### config.mk
export PLATFORM = sky130hd
export DESIGN_NAME = fetch_issue_unit
export DESIGN_NICKNAME = d
export VERILOG_FILES = /design/src/rtl/fetch_issue_unit.sv
export SDC_FILE = /design/constraint.sdc
export NUM_CORES = 1
export LEC_CHECK = 0
export CORE_ASPECT_RATIO = 2
export CORE_MARGIN = 1.5
export CORE_UTILIZATION = 35
export DETAILED_ROUTE_END_ITERATION = 10
export SYNTH_ARGS = -nofsm -noshare
export SYNTH_HDL_FRONTEND = slang
export SYNTH_SLANG_ARGS = --single-unit
### constraint.sdc
create_clock -name clk -period 3.8 [get_ports clk]
set_input_delay 0.38 -clock clk [delete_from_list [all_inputs] [get_ports clk]]
set_output_delay 0.38 -clock clk [all_outputs]
set_load 0.01 [all_outputs]
### src/rtl/fetch_issue_unit.sv
// Instruction fetch and issue front end: one outstanding imem request, a one-entry
// skid buffer for stalled responses, branch redirect with stale-response discard, HALT stop.
module fetch_issue_unit #(
    parameter int unsigned ADDR_WIDTH   = 10,
    parameter int unsigned INSTR_WIDTH  = 32,
    parameter int unsigned OPCODE_WIDTH = 5,
    parameter logic [OPCODE_WIDTH-1:0] HALT_OPCODE = 5'b10010
) (
    input  logic                    clk,
    input  logic                    rst_n,
    input  logic                    stallD,
    input  logic                    flushD,
    input  logic                    branchTakenE,
    input  logic [ADDR_WIDTH-1:0]   branchTargetE,
    output logic                    imemReq,
    output logic [ADDR_WIDTH-1:0]   imemAddr,
    input  logic                    imemGrant,
    input  logic                    imemValid,
    input  logic [INSTR_WIDTH-1:0]  imemData,
    output logic [INSTR_WIDTH-1:0]  instrD,
    output logic [OPCODE_WIDTH-1:0] opcodeD,
    output logic [ADDR_WIDTH-1:0]   pcD,
    output logic                    validD,
    output logic                    halted
);

    typedef enum logic [2:0] {StIdle, StReq, StWait, StBuf, StHalt} state_e;

    state_e                   state_q, state_d;
    logic [ADDR_WIDTH-1:0]    pc_f_q, pc_f_d;
    logic [ADDR_WIDTH-1:0]    req_pc_q, req_pc_d;
    logic                     discard_q, discard_d;
    logic [INSTR_WIDTH-1:0]   buf_instr_q, buf_instr_d;
    logic [ADDR_WIDTH-1:0]    buf_pc_q, buf_pc_d;
    logic [INSTR_WIDTH-1:0]   dec_instr_q, dec_instr_d;
    logic [ADDR_WIDTH-1:0]    dec_pc_q, dec_pc_d;
    logic                     dec_valid_q, dec_valid_d;

    logic                     deliver;
    logic [INSTR_WIDTH-1:0]   del_word;
    logic [ADDR_WIDTH-1:0]    del_pc;

    always_comb begin
        state_d     = state_q;
        pc_f_d      = pc_f_q;
        req_pc_d    = req_pc_q;
        discard_d   = discard_q;
        buf_instr_d = buf_instr_q;
        buf_pc_d    = buf_pc_q;
        dec_instr_d = stallD ? dec_instr_q : '0;
        dec_valid_d = stallD ? dec_valid_q : 1'b0;
        dec_pc_d    = dec_pc_q;
        deliver     = 1'b0;
        del_word    = '0;
        del_pc      = '0;

        if (branchTakenE) begin
            pc_f_d      = branchTargetE;
            dec_instr_d = '0;
            dec_valid_d = 1'b0;
            buf_instr_d = '0;
            buf_pc_d    = '0;
            // A response still in flight (or granted right now) must be swallowed later.
            if ((state_q == StWait && !imemValid) || (state_q == StReq && imemGrant)) begin
                discard_d = 1'b1;
                state_d   = StWait;
            end else begin
                discard_d = 1'b0;
                state_d   = StReq;
            end
        end else begin
            unique case (state_q)
                StIdle: state_d = StReq;
                StReq: begin
                    if (imemGrant) begin
                        req_pc_d = pc_f_q;
                        pc_f_d   = pc_f_q + 1'b1;
                        state_d  = StWait;
                    end
                end
                StWait: begin
                    if (imemValid) begin
                        if (discard_q) begin
                            discard_d = 1'b0;
                            state_d   = StReq;
                        end else if (stallD || flushD) begin
                            buf_instr_d = imemData;
                            buf_pc_d    = req_pc_q;
                            state_d     = StBuf;
                        end else begin
                            deliver  = 1'b1;
                            del_word = imemData;
                            del_pc   = req_pc_q;
                        end
                    end
                end
                StBuf: begin
                    if (!stallD && !flushD) begin
                        deliver  = 1'b1;
                        del_word = buf_instr_q;
                        del_pc   = buf_pc_q;
                    end
                end
                StHalt: state_d = StHalt;
                default: state_d = StIdle;
            endcase

            if (deliver) begin
                dec_instr_d = del_word;
                dec_pc_d    = del_pc;
                dec_valid_d = 1'b1;
                state_d     = (del_word[INSTR_WIDTH-1 -: OPCODE_WIDTH] == HALT_OPCODE) ?
                              StHalt : StReq;
            end
            if (flushD) begin
                dec_instr_d = '0;
                dec_valid_d = 1'b0;
            end
        end
    end

    always_ff @(posedge clk or negedge rst_n) begin
        if (!rst_n) begin
            state_q     <= StIdle;
            pc_f_q      <= '0;
            req_pc_q    <= '0;
            discard_q   <= 1'b0;
            buf_instr_q <= '0;
            buf_pc_q    <= '0;
            dec_instr_q <= '0;
            dec_pc_q    <= '0;
            dec_valid_q <= 1'b0;
        end else begin
            state_q     <= state_d;
            pc_f_q      <= pc_f_d;
            req_pc_q    <= req_pc_d;
            discard_q   <= discard_d;
            buf_instr_q <= buf_instr_d;
            buf_pc_q    <= buf_pc_d;
            dec_instr_q <= dec_instr_d;
            dec_pc_q    <= dec_pc_d;
            dec_valid_q <= dec_valid_d;
        end
    end

    assign imemReq  = (state_q == StReq);
    assign imemAddr = pc_f_q;
    assign instrD   = dec_instr_q;
    assign opcodeD  = dec_instr_q[INSTR_WIDTH-1 -: OPCODE_WIDTH];
    assign pcD      = dec_pc_q;
    assign validD   = dec_valid_q;
    assign halted   = (state_q == StHalt);

endmodule

==> summary.md, run 1 <==
| Metric | Value |
|---|---|
| Status | completed |
| Slew margin rel. | 40.8% |
| Via/cell ratio | 5.05 |
| Pwr Total | 3.22 mW |
| Async SR Flop Fraction | 100% |
| Setup CP Type | reg2reg |
| GRT Total Usage | 16.8% |
| Syn avg cell area | 9.58 um^2 |
| Count of input and output buffers | 108 |
| DP Wirelength | 7.82 mm |
| Ys flop type | dfrtp_1 |
| Final GP Congestion | 0.877 |
| CP Data Arrival Time | 2.62 ns |
| Clock skew | 0.0115 ns |
| Worst Tran Pin Value | 0.888 ns |
| Fin cells | 790 |
| Mapped Cells | 516 |
| Final instance area | 0.00649 mm^2 |
| EDFF count, synth | 0 |
| Placed Area | 0.00612 mm^2 |
| Fin crit share | 61.9% |
| Area of the multi-input gates | 0.00201 mm^2 |
| Commonest non-fill, non-tap cell in the layout | nand2_1 |
| Post-route setup TNS | 0 ns |
| CTS tree | yes |
| Io pins | 109 |
| Fill count | 1307 |
| Placed cells | 774 |
| R2R Setup Slk | 1.45 ns |
| Clk sinks | 109 |
| Starting density of the core | 35.8% |
| Post-CTS Setup Repair Bufs | 0 |
| Vias in the first global route | 3906 |
| Largest net degree at the start of global routing | 110 |
| Register Area | 0.00273 mm^2 |
| Hold slack | 0.0934 ns |
| DRC | 0 |
| Global-route wire length before repair | 19.9 mm |
| FF-to-FF End | instrD[19] |
| CTS Buf Count | 9 |
| Cell row count | 61 |
| Root buffer cell | clkbuf_16 |
| Hold Fails Final Rpt | 0 |
| Most frequent cells in the layout | nand2_1, dfrtp_1, clkdlybuf4s50_1, o21ai_1, a21oi_1 |
| Clk Latency, worst-skew pair | 0.34 ns |
| Aggregate global routing overflow | 0 |
| Core area | 0.0138 mm^2 |
| Setup repair after global routing missed its margin | false |
| Initial antenna violation count | 0 |
| Htree depth | 3 |
| Synth-to-Final Area Change | 31.3% |
| FMAX | 425 MHz |
| First-pass detailed-route iteration total | 4 |
| Post-CTS Resized | 0 |
| Nature of the critical path startpoint | flip-flop |
| Total Wirelength | 12.1 mm |
| Maximum VDD drop | 0.261 mV |
| Vias | 3989 |
| N_diodes | 0 |
| FF+latch count, synth | 109 |
| Die area | 0.0149 mm^2 |
| Yosys top cell by area | dfrtp_1 |
| PD cells | 497 mW/mm^2 |
| FF-to-FF path depth | 4 |
| WP data required | 4.07 ns |
| Routed length per instance | 15.3 um |
| Sequential element share of the synthesized area | 55.2% |
| Clock Tree Buf Depth | 2 |
| Synthesis warning total | 0 |
| R2R Path Start | state_q[0] |
| Cts-stage hold buffer count | 0 |
| Post-route minimum period | 2.35 ns |
| Synth area leaders | dfrtp_1, nand2_1, a22oi_1 |
| Crit end category | flip-flop |
| Distinct cells, synth | 50 |
| # setup viols final | 0 |
| Clk slew on worst S/H paths | 0.07 ns |
| Crit-path max FO | 41 |
| Syn nets | 566 |
| HP Class | in2async |
| Static leakage | 2.52 nW |
| Die H | 171 um |
| Die width | 87.0 um |
| Nets | 646 |
| Detail Route Antenna Nets | 0 |
| Share of layout cells above drive strength 1 | 5.82% |
| DR iter-0 viols | 238 |
| Post-Syn Area | 0.00494 mm^2 |
| MaxCap Viol Count | 0 |
| Top cell type's share of synthesized area | 55.2% |
| Max-slew violations | 0 |
[layer usage]
layer	global-route usage, %	share of wire, %
met2	28.7	53
met1	21.5	42
met3	1.88	3.8
met4	6.52	1.6
met5	0	0
[sequential cells by signal (all words and copies together) (netlist names)]
| signal | cells |
|---|---|
| buf_instr_q | 32 |
| instrD | 32 |
| pcD | 10 |
| validD | 1 |
| buf_pc_q | 10 |
| state_q | 3 |
| imemAddr | 10 |
| req_pc_q | 10 |
| discard_q | 1 |
[through the flow]
stage / worst slack [ns] / utilization (%)
final: 1.45 / 47.0
after floorplan: 2.19 / -
after global placement: 1.22 / 44.3
after CTS: 1.43 / 47.0
after global routing: 1.19 / 47.0
after detailed placement: 1.09 / 44.3
[worst max path at each step]
stage / to / start / cells past startpoint
global route: buf_instr_q[10] / state_q[0] / 4
finish: instrD[19] / state_q[0] / 4
global placement: buf_pc_q[8] / imemValid / 5
CTS: buf_instr_q[10] / state_q[0] / 4
floorplan: imemAddr[9] / state_q[2] / 6
detailed placement: buf_instr_q[10] / imemValid / 5
[where the power goes]
group / switching [mW] / internal (mW) / total [mW]
clock: 0.420 / 0.732 / 1.15
sequential: 0.141 / 1.28 / 1.42
combinational: 0.370 / 0.280 / 0.650
total: 0.931 / 2.29 / 3.22
[synth_stat cells, types with 4 or more instances]
| master | number |
|---|---|
| nand2_1 | 142 |
| dfrtp_1 | 109 |
| o21ai_1 | 48 |
| a21oi_1 | 44 |
| a22oi_1 | 41 |
| clkbuf_1 | 24 |
| buf_2 | 13 |
| mux2_1 | 10 |
| buf_4 | 7 |
| o21ai_0 | 7 |
| nor2_1 | 5 |
| nor3_1 | 5 |
| xnor2_1 | 5 |
| inv_1 | 4 |
| nand4_1 | 4 |
| xor2_1 | 4 |
[layout make-up]
type                            count  area share [%]
Sequential cell                   109            42.0
Multi-Input combinational cell    359            31.0
Tap cell                          189            3.64
Timing Repair Buffer              113            17.3
Inverter                            4           0.231
Clock inverter                      5            1.99
Clock buffer                       11            3.74
[kinds of logic (layout without fill, tap and decap cells)]
group                    count (synthesis)  after routing  share of synthesized area [%]
adder cells (fa/ha/maj)                  1              1                          0.253
XOR/XNOR                                 9              9                           1.59
buffers and inverters                   48            133                           4.51
multiplexers                            12             12                           2.71
AND/OR/NAND/NOR                        182            182                           16.9
flip-flops                             109            109                           55.2
AO/OA/AOI/OAI                          155            155                           18.8
[worst max-delay path, cell delays in order, from the launching register on]
cell and delay, ns:
dfrtp_1 0.58, nor3b_2 0.47, and2_2 0.80, a22oi_1 0.24
o21ai_1 0.18
(Power assumes the default switching activity.)
==> run 2, diff against run 1 <==
==> constraint.sdc (replaced) <==
create_clock -name clk -period 2.1 [get_ports clk]
set_input_delay 0.21 -clock clk [delete_from_list [all_inputs] [get_ports clk]]
set_output_delay 0.21 -clock clk [all_outputs]
set_load 0.01 [all_outputs]
==> summary.md, run 2 (synthesized netlist as in run 1, its figures left out) <==
| Metric | Value |
|---|---|
| Nature of the critical path startpoint | flip-flop |
| Commonest non-fill, non-tap cell in the layout | nand2_1 |
| Final instance area | 0.00653 mm^2 (+0.69%) |
| HP Class | in2reg |
| Vias in the first global route | 4040 (+3.4%) |
| Fill count | 1343 (+2.8%) |
| Final GP Congestion | 0.895 (+2.1%) |
| DR iter-0 viols | 176 (-26%) |
| Critical-path top delay cell | clkdlybuf4s50_1 |
| Htree depth | 3 (unchanged) |
| Total Wirelength | 12.4 mm (+2.1%) |
| Die H | 171 um (unchanged) |
| Post-CTS Setup Repair Bufs | 0 (unchanged) |
| Cell row count | 61 (unchanged) |
| DR top layer | met4 |
| Starting density of the core | 35.8% (unchanged) |
| Status | completed |
| Slew margin rel. | 61.8% (+21 points) |
| Clock Tree Buf Depth | 2 (unchanged) |
| Placed Area | 0.00624 mm^2 (+2.0%) |
| Post-route setup TNS | 0 ns (unchanged) |
| Vias | 4027 (+0.95%) |
| Clk slew on worst S/H paths | 0.07 ns (about the same) |
| Max-slew violations | 0 (unchanged) |
| First-pass detailed-route iteration total | 4 (unchanged) |
| Global-route wire length before repair | 20.6 mm (+3.6%) |
| Count of input and output buffers | 108 (unchanged) |
| Clk sinks | 109 (unchanged) |
| Via/cell ratio | 5.04 (-0.18%) |
| DRT met1 WL | 5.02 mm (-0.83%) |
| Most frequent cells in the layout | nand2_1, dfrtp_1, clkdlybuf4s50_1, o21ai_1, a21oi_1 |
| Nets | 655 (+1.4%) |
| Hold slack | 0.386 ns (+0.292 ns) |
| CP top delay family | buffers and inverters |
| DP Wirelength | 8.32 mm (+6.3%) |
| PD cells | 833 mW/mm^2 (+68%) |
| Io pins | 109 (unchanged) |
| Static leakage | 2.54 nW (+0.75%) |
| DRC | 0 (unchanged) |
| # setup viols final | 0 (unchanged) |
| Die width | 87.0 um (unchanged) |
| WP buf/inv | 2 (+2) |
| Worst Tran Pin Value | 0.574 ns (-0.314 ns) |
| Maximum VDD drop | 0.394 mV (+51%) |
| FMAX | 511 MHz |
| Synth-to-Final Area Change | 32.2% |
| Crit end category | output port |
| Crit-path max FO | 12 (-71%) |
| Fin crit share | 93.2% |
| Setup repair after global routing missed its margin | false |
| Aggregate global routing overflow | 0 (unchanged) |
| Core Util, Final | 47.3% (+0.33 points) |
| Pwr Total | 5.45 mW (+69%) |
| CTS tree | yes |
| Core area | 0.0138 mm^2 (unchanged) |
| Die area | 0.0149 mm^2 (unchanged) |
| Cell Chain, Critical Path | inv_1 > and3_1 > clkdlybuf4s50_1 |
| DR WL met2 | 6.73 mm (+5.4%) |
| Hold Fails Final Rpt | 0 (unchanged) |
| Post-route minimum period | 1.96 ns |
| Setup CP Type | reg2out |
| MaxCap Viol Count | 0 (unchanged) |
| CTS Buf Count | 9 (unchanged) |
| Routed length per instance | 15.5 um (+0.99%) |
| Root buffer cell | clkbuf_16 |
| CP Data Arrival Time | 1.75 ns (-0.87 ns) |
| WP data required | 1.89 ns (-2.18 ns) |
| Clk Latency, worst-skew pair | 0.34 ns (about the same) |
| Worst path max stage delay | 0.54 ns (-0.26 ns) |
| Largest net degree at the start of global routing | 54 (-51%) |
| N_diodes | 0 (unchanged) |
| Clock skew | 0.0102 ns (-0.00123 ns) |
| Initial antenna violation count | 0 (unchanged) |
| GRT Total Usage | 17.7% (+0.86 points) |
| Met3 WL | 424 um (-7.6%) |
| Share of layout cells above drive strength 1 | 7.38% (+1.6 points) |
| Detail Route Antenna Nets | 0 (unchanged) |
[run 2: cell type report]
| class | count | area [um^2] | area share [%] |
|---|---|---|---|
| multi-input cells | 359 | 2010 | 30.8 |
| inverters | 4 | 15.0 | 0.230 |
| flip-flops and latches | 109 | 2730 | 41.8 |
| repair buffers | 122 | 1260 | 19.2 |
| clock inverters | 7 | 57.6 | 0.881 |
| clock buffers | 9 | 225 | 3.45 |
| well taps | 189 | 236 | 3.62 |
[run 2: path summary, 6_finish.rpt]
kind,startpoint,endpoint,slack (ns),depth (start not counted)
worst max-delay path,state_q[1],halted,0.14,3
worst min-delay path,branchTakenE,state_q[0],0.39,3
worst max register to register,state_q[1],instrD[17],0.31,5
worst min register to register,validD,validD,0.48,2
max in group asynchronous,rst_n,buf_pc_q[9],1.09,3
min in group asynchronous,rst_n,buf_instr_q[24],0.40,2
[run 2: stage by stage]
| step | std cells | worst slack, ns |
|---|---|---|
| after floorplan | 516 | 0.487 |
| after global placement | 782 | 0.262 |
| after detailed placement | 782 | 0.230 |
| after CTS | 799 | 0.0330 |
| after global routing | 799 | 0.0570 |
| final | 799 | 0.143 |
[run 2: worst register-to-register path, delay by kind of cell, from the launching register on]
family	cells	cell delay, ns
buffers and inverters	1	0.22
AO/OA/AOI/OAI	2	0.32
flip-flops	1	0.54
AND/OR/NAND/NOR	2	0.63
[run 2: power by group]
group | switching [mW] | leakage (nW) | internal [mW]
registers | 0.259 | 1.48 | 2.32
clock network | 0.799 | 0.134 | 0.820
logic | 0.687 | 0.932 | 0.563
total | 1.74 | 2.54 | 3.70
[run 2: routing by layer]
| metal | GRT usage [%] | vias up |
|---|---|---|
| met5 | 0 | - |
| met4 | 6.94 | 0 |
| met3 | 2.03 | 11 |
| met2 | 31.7 | 97 |
| met1 | 21.2 | 1951 |
| li1 | - | 1968 |
[run 2: what timing repair did]
action	in CTS	in global routing
hold buffers	1	0
gates resized for setup	0	1
endpoints found under the hold margin	40	0
endpoints found under the setup margin	0	2
==> run 3, diff against run 2 <==
--- a/config.mk
+++ b/config.mk
@@ -6,7 +6,6 @@
 export NUM_CORES = 1
 export LEC_CHECK = 0
 export CORE_ASPECT_RATIO = 2
-export CORE_MARGIN = 1.5
 export CORE_UTILIZATION = 35
 export DETAILED_ROUTE_END_ITERATION = 10
 export SYNTH_ARGS = -nofsm -noshare
==> summary.md, run 3 (synthesized netlist as in run 1, its figures left out) <==
| Metric | Value |
|---|---|
| Cell row count | 61 (unchanged) |
| Post-route minimum period | 1.93 ns (-0.0242 ns) |
| WP buf/inv | 1 (-1) |
| Core Util, Final | 47.2% (-0.14 points) |
| Cell Chain, Critical Path | and3_1 > clkdlybuf4s50_1 |
| Hold Fails Final Rpt | 0 (unchanged) |
| Root buffer cell | clkbuf_16 |
| Worst Tran Pin Value | 0.529 ns (-0.0450 ns) |
| Maximum VDD drop | 0.430 mV (+9.1%) |
| Post-CTS Setup Repair Bufs | 0 (unchanged) |
| Placed cells | 782 (unchanged) |
| Die width | 86.0 um (-1.1%) |
| Total Wirelength | 12.4 mm (+0.58%) |
| DR iter-0 viols | 331 (+88%) |
| Most frequent cells in the layout | nand2_1, dfrtp_1, clkdlybuf4s50_1, o21ai_1, a21oi_1 |
| Clock Tree Buf Depth | 2 (unchanged) |
| PD cells | 832 mW/mm^2 (-0.12%) |
| Share of layout cells above drive strength 1 | 7.06% (-0.32 points) |
| Slew margin rel. | 64.8% (+3.0 points) |
| Placed Area | 0.00623 mm^2 (-0.20%) |
| Nature of the critical path startpoint | flip-flop |
| Max-slew violations | 0 (unchanged) |
| Detail Route Antenna Nets | 0 (unchanged) |
| Count of input and output buffers | 108 (unchanged) |
| Largest net degree at the start of global routing | 55 (+1.9%) |
| Crit end category | output port |
| Routed length per instance | 15.6 um (+0.71%) |
| Crit-path max FO | 12 (unchanged) |
| Setup repair after global routing missed its margin | false |
| GRT Total Usage | 18.1% (+0.40 points) |
| Die H | 170 um (-0.58%) |
| MaxCap Viol Count | 0 (unchanged) |
| Pwr Total | 5.42 mW (-0.43%) |
| Clock skew | 0.0105 ns (+0.000288 ns) |
| Aggregate global routing overflow | 0 (unchanged) |
| CTS tree | yes |
| FMAX | 517 MHz (+1.2%) |
| Die area | 0.0146 mm^2 (-1.7%) |
| Via/cell ratio | 5.11 (+1.4%) |
| Core area | 0.0138 mm^2 (unchanged) |
| N_diodes | 0 (unchanged) |
| CP top delay family | flip-flops |
| Fin cells | 798 (-0.13%) |
| DP Wirelength | 8.40 mm (+0.97%) |
| Clk slew on worst S/H paths | 0.07 ns (about the same) |
| DRC | 0 (unchanged) |
| Status | completed |
| HP Class | in2reg |
| Fin crit share | 92.1% (-1.2 points) |
| Io pins | 109 (unchanged) |
| Static leakage | 2.54 nW (about the same) |
| Commonest non-fill, non-tap cell in the layout | nand2_1 |
| Nets | 655 (unchanged) |
| Synth-to-Final Area Change | 31.8% |
| Clk sinks | 109 (unchanged) |
| Global-route wire length before repair | 20.5 mm (-0.27%) |
| Critical-path top delay cell | dfrtp_1 |
| CP Data Arrival Time | 1.72 ns (-0.03 ns) |
| First-pass detailed-route iteration total | 6 (+2) |
| Htree depth | 3 (unchanged) |
| CTS Buf Count | 9 (unchanged) |
| Setup CP Type | reg2out |
| Initial antenna violation count | 0 (unchanged) |
| Worst path max stage delay | 0.60 ns (+0.06 ns) |
| Final GP Congestion | 0.820 (-8.3%) |
| Vias | 4079 (+1.3%) |
| Clk Latency, worst-skew pair | 0.34 ns (about the same) |
| # setup viols final | 0 (unchanged) |
| Post-route setup TNS | 0 ns (unchanged) |
| Starting density of the core | 35.8% (unchanged) |
| Final instance area | 0.00651 mm^2 (-0.31%) |
| Vias in the first global route | 4078 (+0.94%) |
| WP data required | 1.89 ns (about the same) |
## run 3: cell count changes in the layout (fill, tap and decap cells not counted)
cell / previous run / this run
inv_8: 1 / 0
buf_4: 8 / 9
clkinv_2: 1 / 2
clkbuf_1: 0 / 1
buf_12: 6 / 5
clkinvlp_4: 2 / 0
clkinv_4: 2 / 0
clkbuf_8: 0 / 2
## run 3: area by class of cell
cell class	count	area (um^2)
Tap cell	189	236
Timing Repair Buffer	122	1240
Fill cell	1310	7300
Inverter	4	15.0
Clock inverter	3	18.8
Multi-Input combinational cell	359	2010
Sequential cell	109	2730
Clock buffer	12	256
## run 3: layer usage
layer | vias up | global-route usage, % | routed length [um]
met1 | 2010 | 21.3 | 5120
met3 | 12 | 3.01 | 366
met2 | 88 | 32.4 | 6750
li1 | 1969 | - | -
met4 | 0 | 6.88 | 205
met5 | - | 0 | 0
## run 3: path summary, 6_finish.rpt
kind / from / endpoint / slack [ns] / cells past startpoint
max in group asynchronous: rst_n / state_q[0] / 1.01 / 3
min: branchTakenE / buf_instr_q[27] / 0.36 / 2
max reg2reg: state_q[2] / imemAddr[9] / 0.30 / 5
max: state_q[2] / halted / 0.17 / 2
min in group asynchronous: rst_n / instrD[26] / 0.38 / 2
min reg2reg: validD / validD / 0.48 / 2
## run 3: per-stage QoR
| stage | worst slack (ns) | hold WS (ns) |
|---|---|---|
| after global placement | 0.139 | 0.227 |
| after detailed placement | 0.111 | 0.230 |
| after CTS | 0.0313 | 0.358 |
| after global routing | 0.0619 | 0.374 |
| final | 0.167 | 0.357 |
| after floorplan | 0.487 | -0.0856 |
## run 3: power by group
part | switching (mW) | total (mW) | internal [mW]
Combinational | 0.684 | 1.25 | 0.571
Sequential | 0.257 | 2.58 | 2.32
Clock | 0.728 | 1.59 | 0.864
Total | 1.67 | 5.42 | 3.75
## run 3: repair_timing
action | 4_1_cts | 5_1_grt
endpoints found under the hold margin | 38 | 0
resized for setup | 0 | 1
endpoints found under the setup margin | 0 | 2
hold buffers | 1 | 0
